--- src/rtl/lin_approx_counter.sv ---
// Linear-approximation sample counter: counts parity samples and zeros,
// then reports |2*zeros - samples| and its sign.
module lin_approx_counter #(
    parameter int CNT_WIDTH = 32
) (
    input  logic                 clk,
    input  logic                 rst_n,
    input  logic                 start,
    input  logic [CNT_WIDTH-1:0] num_samples,
    input  logic                 parity_in,
    input  logic                 parity_valid,
    output logic                 parity_ready,
    output logic                 busy,
    output logic                 done,
    output logic [CNT_WIDTH-1:0] sample_count,
    output logic [CNT_WIDTH-1:0] zero_count,
    output logic [CNT_WIDTH:0]   bias_mag,
    output logic                 bias_sign
);

    typedef enum logic [1:0] {
        IDLE = 2'd0,
        RUN  = 2'd1,
        CALC = 2'd2,
        DONE = 2'd3
    } state_t;

    state_t               state_q, state_d;
    logic [CNT_WIDTH-1:0] nsamp_q, nsamp_d;
    logic [CNT_WIDTH-1:0] scnt_q, scnt_d;
    logic [CNT_WIDTH-1:0] zcnt_q, zcnt_d;
    logic [CNT_WIDTH:0]   mag_q, mag_d;
    logic                 sign_q, sign_d;

    logic                 xfer;
    logic [CNT_WIDTH:0]   twice_z;
    logic [CNT_WIDTH:0]   samp_ext;

    assign parity_ready = (state_q == RUN) && (scnt_q < nsamp_q);
    assign xfer         = parity_valid && parity_ready;
    assign busy         = (state_q == RUN) || (state_q == CALC);
    assign done         = (state_q == DONE);
    assign sample_count = scnt_q;
    assign zero_count   = zcnt_q;
    assign bias_mag     = mag_q;
    assign bias_sign    = sign_q;

    // One extra bit keeps 2*zero_count exact since zero_count <= sample_count
    assign twice_z  = {zcnt_q, 1'b0};
    assign samp_ext = {1'b0, scnt_q};

    always_comb begin
        state_d = state_q;
        nsamp_d = nsamp_q;
        scnt_d  = scnt_q;
        zcnt_d  = zcnt_q;
        mag_d   = mag_q;
        sign_d  = sign_q;
        unique case (state_q)
            IDLE, DONE: begin
                if (start) begin
                    nsamp_d = num_samples;
                    scnt_d  = '0;
                    zcnt_d  = '0;
                    mag_d   = '0;
                    sign_d  = 1'b0;
                    state_d = (num_samples != '0) ? RUN : CALC;
                end
            end
            RUN: begin
                if (xfer) begin
                    scnt_d = scnt_q + 1'b1;
                    if (!parity_in) begin
                        zcnt_d = zcnt_q + 1'b1;
                    end
                    if (scnt_q + 1'b1 == nsamp_q) begin
                        state_d = CALC;
                    end
                end
            end
            CALC: begin
                if (twice_z > samp_ext) begin
                    mag_d  = twice_z - samp_ext;
                    sign_d = 1'b1;
                end else begin
                    mag_d  = samp_ext - twice_z;
                    sign_d = 1'b0;
                end
                state_d = DONE;
            end
            default: state_d = IDLE;
        endcase
    end

    always_ff @(posedge clk) begin
        if (!rst_n) begin
            state_q <= IDLE;
            nsamp_q <= '0;
            scnt_q  <= '0;
            zcnt_q  <= '0;
            mag_q   <= '0;
            sign_q  <= 1'b0;
        end else begin
            state_q <= state_d;
            nsamp_q <= nsamp_d;
            scnt_q  <= scnt_d;
            zcnt_q  <= zcnt_d;
            mag_q   <= mag_d;
            sign_q  <= sign_d;
        end
    end

endmodule

--- config.mk ---
export PLATFORM = sky130hd
export DESIGN_NAME = lin_approx_counter
export DESIGN_NICKNAME = d
export VERILOG_FILES = /design/src/rtl/lin_approx_counter.sv
export SDC_FILE = /design/constraint.sdc
export NUM_CORES = 1
export LEC_CHECK = 0
export CORE_MARGIN = 10
export CORE_UTILIZATION = 40
export DETAILED_ROUTE_END_ITERATION = 7
export SYNTH_ARGS = -nofsm -noshare
export SYNTH_HDL_FRONTEND = slang
export SYNTH_SLANG_ARGS = --single-unit
--- constraint.sdc ---
create_clock -name clk -period 7.15 [get_ports clk]
set_clock_uncertainty 0.2 [all_clocks]
set_input_delay 1.43 -clock clk [delete_from_list [all_inputs] [get_ports clk]]
set_output_delay 1.43 -clock clk [all_outputs]
set_load 0.05 [all_outputs]
# Word level (Yosys, flattened, before mapping)
# Index checks and enable logic that the tools add are counted.
# op_classes
n_addsub	4
mul	0
n_div	0
magnitude_cmp	2
n_eq_ne	8
shift	0
muxes	17
bitwise	0
n_reduce_logical	13
# ops
op	count
32-bit 2-to-1 mux	4
32-bit case mux with 2 select lines	2
33-bit 2-to-1 mux	2
33-bit case mux with 2 select lines	1
32-bit by 1-bit adder with 32-bit output (second input constant)	2
33-bit by 32-bit greater-than comparator with 1-bit output	1
32-bit by 33-bit subtractor with 33-bit output	1
33-bit by 32-bit subtractor with 33-bit output	1
32-bit == test	1
32-bit less-than comparator	1
32-bit nonzero test	1
2-bit 2-to-1 mux	4
2-bit inequality test (second input constant)	3
2-bit case mux with 3 select lines	1
3-bit AND reduction	2
2-bit == test (second input constant)	2
2-bit AND reduction	2
4-bit AND reduction	1
2-bit nonzero test	2
2-bit by 1-bit == test with 1-bit output (second input constant)	1
1-bit logical AND	2
2-bit logical NOT	1
1-bit 2-to-1 mux	2
2-bit by 1-bit inequality test with 1-bit output (second input constant)	1
3 further kinds	3
# totals
ff_bits	132
latchBits	0
mem_bits_rw	0
mem_bits_ro	0
input_bits	37
out_inout_bits	101
wordCells	50
memories	0

# Depth between registers and ports, before layout
# Gate-level depths: netlist of run 1.
# depth
word_depth	5
mapped_depth	16
ltp_nobuf	14

# Worst setup path before layout of run 1
# No wires, ideal clock.
# synth_path
path_kind	register to output
from	register scnt_q[25] (netlist: sample_count[25])
to	output port parity_ready
t_arrival_ns	3.078
required_time_ns	5.520
setup_slack_ns	2.442
stages_incl_launch_ff	9
n_path_buf	0
cell_sequence	dfxtp_1 -> ha_1 -> a21o_1 -> a21o_1 -> a21oi_1 -> o21a_1 -> nor2_1 -> or3_1 -> a21oi_1
# synth_between
elab_chain_len	2
# synth_rtl
element	line_no	source
start, declared	30	logic [CNT_WIDTH-1:0] scnt_q, scnt_d;
start signal, assigned	106	scnt_q <= scnt_d;
32-bit less-than comparator	39	assign parity_ready = (state_q == RUN) && (scnt_q < nsamp_q);
1-bit logical AND	39	
end, declared	12	output logic parity_ready,
# Every way passes these cells.

# Worst setup path after layout of run 1
# Ends and elaborated chain as after synthesis.

==> summary.md, run 1 <==
| Metric | Value |
|---|---|
| CP Launch Type | `flip-flop` |
| Worst hold path class | `flip-flop to flip-flop` |
| Routed Antenna Nets | `0` |
| Commonest non-fill, non-tap cells in the layout | `nand2_1 (168), clkdlybuf4s50_1 (136), dfxtp_1 (132)` |
| Post-layout util | `~48%` |
| Distinct cell type count after synthesis | `75` |
| Clock Latency Late Sink | `between 0.4 and 0.5 ns` |
| Fin crit share | `between 70% and 80%` |
| CTS tree | `done` |
| Routed WL | `around 36000 um` |
| M1 WL | `~17000 um` |
| Mean routed wirelength per cell | `slightly below 20 um` |
| Met2 WL | `approximately 16000 um` |
| Comb pwr share | `between 40% and 50%` |
| Post-Syn Area | `around 0.011 mm^2` |
| CTS H-tree lvls | `4` |
| Worst Max-Slew Pin Slew | `1.083 ns` |
| Sw Ratio | `41.43%` |
| CP startpoint | `sample_count[25]` |
| Hold Fails Final Rpt | `0` |
| #FFs+latches synth | `approximately 130` |
| CTS Sinks | `~130` |
| Core outline area | `about 0.027 mm^2` |
| Global-route usage over all layers | `20.64%` |
| Vias in the first global route | `approximately 9700` |
| Share of cells above drive strength 1 | `between 4 and 5%` |
| Gpl congestion | `a little over 0.9` |
| Clock tree buffer depth | `2` |
| Initial antenna violation count | `0` |
| Critical setup path kind | `flip-flop to output pin` |
| CTS Buf Count | `17` |
| Die X | `between 150 and 200 um` |
| Global-route wire length before repair | `around 56000 um` |
| Pwr dens | `around 230 mW/mm^2` |
| Power share of the clock group | `approximately 28%` |
| Net Sw Power | `between 1000 and 1500 uW` |
| Crit path time final | `between 5 and 6 ns` |
| Final net count | `1648` |
| Die height | `approximately 180 um` |
| # IOs | `between 100 and 150` |
| FILL cells | `~2700` |
| Cts hold-fix bufs | `0` |
| Row cnt | `60` |
| R2R cell count | `12` |
| Design area | `0.01290 mm^2` |
| Initial Util | `about two fifths` |
| Flop2flop setup slack | `approximately 2.5 ns` |
| RSZ-0062 raised after global routing | `false` |
| Internal | `1729 uW` |
| Reg clk slew, reported paths | `about 0.06 ns` |
| RR Endpoint | `bias_mag[10]` |
| Global route overflow | `0` |
| Detailed-placement wirelength estimate | `between 20000 and 30000 um` |
| Starting DRT DRC Count | `961` |
| Syn_area_per_cell | `approximately 7.6 um^2` |
| Register area share after synthesis | `24.49%` |
| 1st-pass router iterations | `5` |
| EDFF count, synth | `0` |
| Drt via density | `between 5 and 6` |
| Largest net degree at the start of global routing | `75` |
| Worst flop-to-flop path startpoint | `sample_count[14]` |
| Setup-failing EPs final | `0` |
| Leakage | `between 0.005 and 0.006 uW` |
| Final Max Slew Viols | `0` |
| DR vias | `~11000` |
| YS warnings | `0` |
| Max rail drop VDD | `~0.21 mV` |
| Crit path max fanout | `9` |
| Dpl cells | `1831` |
| Fmax | `176.7 MHz` |
| MaxCap Viol Count | `0` |
| DRC errors left | `0` |
| Post_cts resized | `0` |
| Setup total negative slack | `0 ns` |
| Critical Path RT | `roughly 5.5 ns` |
| Status | `finished clean` |
| IO buf count | `roughly 140` |
| Worst Setup End Kind | `output pin` |
| Sequential power share | `about 29%` |
| Main synth FF type | `dfxtp_1` |
| # diodes | `0` |
| Post-Synthesis Cells | `between 1000 and 1500` |
| Die area | `about 0.034 mm^2` |
| Area grow syn2layout | `19.59%` |
| Syn nets | `1556` |
| Final Non-Filler Cells | `1861` |
| Routed wl met3 | `between 2000 and 2500 um` |
| Placed cell area | `between 0.01 and 0.015 mm^2` |
| Slew HR | `between 20% and 30%` |
| Max layer used | `met4` |
| Root Driver | `clkbuf_16` |
| Ys async rst share | `0%` |
| Worst setup endpoint | `parity_ready` |
| Post-CTS Repair Setup Buffers | `0` |
| Most common cell after layout, fill and taps aside | `nand2_1` |
| Worst endpoint data arrival time | `slightly above 4 ns` |
==> routing by layer <==
metal	vias to the layer above	track usage, %
li1	5192	-
met1	4982	28.03
met2	352	32.33
met3	32	4.371
met4	0	5.375
met5	-	0
==> registers in the layout, summed over array words and instances, names as in the netlist <==
| name | flops |
|---|---|
| zero_count | 32 |
| nsamp_q | 32 |
| state_q | 2 |
| sample_count | 32 |
| bias_sign | 1 |
| bias_mag | 33 |
==> cells by family after synthesis <==
logic type,after synthesis,share of synthesized area [%]
muxes,22,2.076
DFF,132,24.49
and+or+nand+nor,462,21.45
AOI/OAI and AO/OA,411,25.14
adders and majority gates,102,11.97
buffers and inverters,187,6.668
xor gates and xnor gates,101,8.199
==> worst max-delay path: stages (launching register included) <==
cell and delay, ns:
dfxtp_1 0.50, ha_1 0.30, a21o_1 0.16, a21o_1 0.17
a21oi_1 0.16, o21a_1 0.14, nor2_1 0.04, or3_1 0.42
a21oi_1 0.75, clkdlybuf4s50_1 0.96
==> worst min-delay path by stage <==
stage,from,endpoint,slack (ns),depth (start not counted)
floorplan,nsamp_q[0],nsamp_q[0],0.25,2
global placement,bias_mag[31],bias_mag[31],0.24,2
detailed placement,bias_mag[16],bias_mag[16],0.24,2
CTS,bias_mag[16],bias_mag[16],0.25,2
global route,bias_mag[20],bias_mag[20],0.27,2
finish,bias_mag[16],bias_mag[16],0.25,2
==> power groups by stage <==
stage	registers [uW]	clock network (uW)	logic [uW]
3_3_place_gp	859	0	1270
5_1_grt	855	870	1400
2_1_floorplan	892	0	861
3_5_place_dp	864	0	1280
6_report	847	825	1280
4_1_cts	847	834	1280
==> synthesized netlist by cell type (40+ instances only) <==
library cell | number | area share, %
o21ai_0 | 94 | 4.4
a21boi_0 | 54 | 3.8
inv_1 | 109 | 3.8
nand2_1 | 168 | 5.8
a21o_1 | 54 | 3.8
nor2_1 | 74 | 2.6
dfxtp_1 | 132 | 24
a21oi_1 | 93 | 4.3
xnor2_1 | 66 | 5.4
nand4_1 | 40 | 2.3
clkbuf_1 | 62 | 2.2
ha_1 | 100 | 12
==> stage by stage <==
stage	setup WS, ns	hold slack (ns)	power, uW
2_1_floorplan	2.442	0.2472	1754
3_3_place_gp	2.021	0.2359	2132
3_5_place_dp	1.954	0.2414	2143
4_1_cts	1.472	0.2546	2965
5_1_grt	1.337	0.2718	3121
6_report	1.491	0.2478	2952
==> cell type report <==
| cell class | count | area, um^2 | share of cell area [%] |
|---|---|---|---|
| clock buffers | 20 | 446.7 | 3.462 |
| clock inverters | 10 | 86.33 | 0.6691 |
| inverters | 111 | 416.7 | 3.229 |
| multi-input cells | 1098 | 7427 | 57.56 |
| flip-flops and latches | 132 | 2643 | 20.48 |
| well taps | 341 | 426.7 | 3.307 |
| repair buffers | 149 | 1456 | 11.29 |
Power figures use the tool's default switching activity.
==> run 2: changes to the inputs <==
==> constraint.sdc (replaced) <==
create_clock -name clk -period 4.7 [get_ports clk]
set_clock_uncertainty 0.2 [all_clocks]
set_input_delay 0.94 -clock clk [delete_from_list [all_inputs] [get_ports clk]]
set_output_delay 0.94 -clock clk [all_outputs]
set_load 0.05 [all_outputs]
==> summary.md, run 2 (same netlist as run 1, synthesis figures left out) <==
| Metric | Value |
|---|---|
| DR vias | `10730 (was 10560)` |
| Flop2flop setup slack | `0.33 ns (was 2.54 ns)` |
| Leakage | `0.005399 uW (was 0.005202 uW)` |
| Detailed-placement wirelength estimate | `29820 um (was 28550 um)` |
| Worst hold path class | `flip-flop to flip-flop (unchanged)` |
| CTS tree | `done (unchanged)` |
| RSZ-0062 raised after global routing | `false (unchanged)` |
| Largest net degree at the start of global routing | `71 (was 75)` |
| Placed cell area | `0.01263 mm^2 (was 0.01237 mm^2)` |
| Worst hold path depth | `2 (unchanged)` |
| Core outline area | `0.02673 mm^2 (unchanged)` |
| Die X | `184.2 um (unchanged)` |
| Critical Path RT | `4.82 ns (was 5.52 ns)` |
| Final net count | `1683 (was 1648)` |
| CTS H-tree lvls | `4 (unchanged)` |
| Hold Startpoint | `bias_mag[26] (was bias_mag[16])` |
| Crit path time final | `about 4.4 ns` |
| Post-layout util | `49.41% (was 48.28%)` |
| R2R cell count | `11 (was 12)` |
| Fin crit share | `between 90% and 100%` |
| CTS Buf Count | `17 (unchanged)` |
| CTS Sinks | `132 (unchanged)` |
| Clock tree buffer depth | `2 (unchanged)` |
| Drt via density | `5.656 (was 5.673)` |
| Routed Antenna Nets | `0 (unchanged)` |
| M2 GR Usage | `34.42% (was 32.33%)` |
| Hold EP | `bias_mag[26] (was bias_mag[16])` |
| Reg clk slew, reported paths | `0.06 ns (about the same)` |
| Setup total negative slack | `0 ns (unchanged)` |
| Worst flop-to-flop path startpoint | `sample_count[0] (was sample_count[14])` |
| Worst endpoint data arrival time | `4.49 ns (was 4.03 ns)` |
| Worst Setup End Kind | `flip-flop (was output pin)` |
| GR Layer Usage met3 | `5.021% (was 4.371%)` |
| Share of cells above drive strength 1 | `7.326% (was 4.868%)` |
| DRC errors left | `0 (unchanged)` |
| Vias in the first global route | `10250 (was 9743)` |
| Clock Latency Late Sink | `0.43 ns (about the same)` |
| GRT busiest layer | `met2 (unchanged)` |
| Hold Fails Final Rpt | `0 (unchanged)` |
| Root Driver | `clkbuf_16 (unchanged)` |
| Global route overflow | `0 (unchanged)` |
| Comb pwr share | `42.8% (was 43.4%)` |
| Crit path max fanout | `11 (was 9)` |
| Power share of the clock group | `29.3% (was 27.9%)` |
| 1st-pass router iterations | `5 (unchanged)` |
| FILL cells | `2650 (was 2715)` |
| Most common cell after layout, fill and taps aside | `nand2_1 (unchanged)` |
| Final Max Slew Viols | `0 (unchanged)` |
| Initial antenna violation count | `0 (unchanged)` |
| Row cnt | `60 (unchanged)` |
| GR Layer Usage met1 | `28.87% (was 28.03%)` |
| Global-route wire length before repair | `58470 um (was 55740 um)` |
| Final Non-Filler Cells | `1897 (was 1861)` |
| Die area | `0.03394 mm^2 (unchanged)` |
| Initial Util | `40.37% (unchanged)` |
| # IOs | `138 (unchanged)` |
| Worst Max-Slew Pin Slew | `1.046 ns (was 1.083 ns)` |
| Sw Ratio | `41.54% (was 41.43%)` |
| Die height | `184.2 um (unchanged)` |
| Mean routed wirelength per cell | `19.81 um (was 19.33 um)` |
| Sequential power share | `27.9% (was 28.7%)` |
| Slew HR | `30.08% (was 27.79%)` |
| Fmax | `229.1 MHz` |
| # diodes | `0 (unchanged)` |
| Max reg flops | `33 (unchanged)` |
| Net Sw Power | `1921 uW (was 1223 uW)` |
| Starting DRT DRC Count | `825 (was 961)` |
| Dpl cells | `1866 (was 1831)` |
| Commonest non-fill, non-tap cells in the layout | `nand2_1 (168), clkdlybuf4s50_1 (135), dfxtp_1 (132) (was nand2_1 (168), clkdlybuf4s50_1 (136), dfxtp_1 (132))` |
| Global-route usage over all layers | `21.79% (was 20.64%)` |
| Max rail drop VDD | `0.2882 mV (was 0.2102 mV)` |
| Routed WL | `37590 um (was 35970 um)` |
| MaxCap Viol Count | `0 (unchanged)` |
| Status | `finished clean (unchanged)` |
| Critical setup path kind | `flip-flop to flip-flop (was flip-flop to output pin)` |
| CP Launch Type | `flip-flop (unchanged)` |
| IO buf count | `137 (unchanged)` |
| Area grow syn2layout | `22.41% (was 19.59%)` |
| Design area | `0.01321 mm^2 (was 0.01290 mm^2)` |
| Setup-failing EPs final | `0 (unchanged)` |
| Pwr dens | `350.1 mW/mm^2 (was 228.8 mW/mm^2)` |
| Gpl congestion | `0.9563 (was 0.9211)` |
| Internal | `2703 uW (was 1729 uW)` |
| RR Endpoint | `state_q[1] (was bias_mag[10])` |
-- run 2: cell types whose count changed in the layout (fill, tap and decap cells not counted), moves of 2 or more --
cell,before,now
buf_4,12,48
clkinv_2,5,1
inv_6,0,6
clkbuf_1,2,0
-- run 2: power by group through the flow --
| stage | sequential (uW) | clock (uW) | combinational [uW] |
|---|---|---|---|
| 6_report | 1290 | 1350 | 1980 |
| 5_1_grt | 1300 | 1410 | 2160 |
| 4_1_cts | 1290 | 1370 | 1980 |
| 3_5_place_dp | 1320 | 0 | 1970 |
| 3_3_place_gp | 1310 | 0 | 1970 |
| 2_1_floorplan | 1360 | 0 | 1310 |
-- run 2: cell type report --
cell class | instances | area [um^2] | area share, %
multi-input cells | 1098 | 7432 | 56.28
clock inverters | 12 | 118.9 | 0.9000
flip-flops and latches | 132 | 2643 | 20.01
clock buffers | 19 | 452.9 | 3.430
repair buffers | 184 | 1717 | 13.00
well taps | 341 | 426.7 | 3.231
inverters | 111 | 416.7 | 3.155
-- run 2: worst max path at each step --
| stage | start | endpoint | slack (ns) | depth (start not counted) |
|---|---|---|---|---|
| 2_1_floorplan | sample_count[25] | parity_ready | 0.48 | 8 |
| 3_3_place_gp | sample_count[0] | state_q[1] | 0.26 | 11 |
| 3_5_place_dp | sample_count[0] | state_q[1] | 0.16 | 11 |
| 4_1_cts | sample_count[0] | state_q[1] | 0.14 | 11 |
| 5_1_grt | sample_count[0] | state_q[0] | 0.05 | 11 |
| 6_report | sample_count[0] | state_q[1] | 0.33 | 11 |
-- run 2: critical path, stage by stage, from the launching register on --
cell	delay [ns]
dfxtp_1	0.60
ha_1	0.34
and3_1	0.31
nand3_1	0.38
nor3_2	0.45
nand3_1	0.20
xnor2_1	0.19
a2111oi_0	0.70
nand4_1	0.24
o32ai_2	0.35
mux2i_1	0.22
nor2b_1	0.06
-- run 2: timing repair --
| item | in CTS | in global routing |
|---|---|---|
| gates resized for setup | 0 | 1 |
| hold endpoints to repair | 0 | 0 |
| setup buffers | 0 | 0 |
| setup endpoints to repair | 0 | 2 |
| hold buffers | 0 | 0 |
-- run 2: per-stage QoR --
stage / setup WS (ns) / hold slack (ns) / total power (uW)
final: 0.3350 / 0.2499 / 4624
after global routing: 0.04843 / 0.2728 / 4872
after CTS: 0.1418 / 0.2561 / 4636
after detailed placement: 0.1576 / 0.2409 / 3284
after global placement: 0.2611 / 0.2363 / 3278
after floorplan: 0.4817 / 0.2472 / 2668
-- run 2: metal layers --
layer | vias up | part of all wire [%]
li1 | 5246 | -
met1 | 5070 | 47
met3 | 45 | 6.6
met4 | 0 | 2.0
met2 | 369 | 44
met5 | - | 0
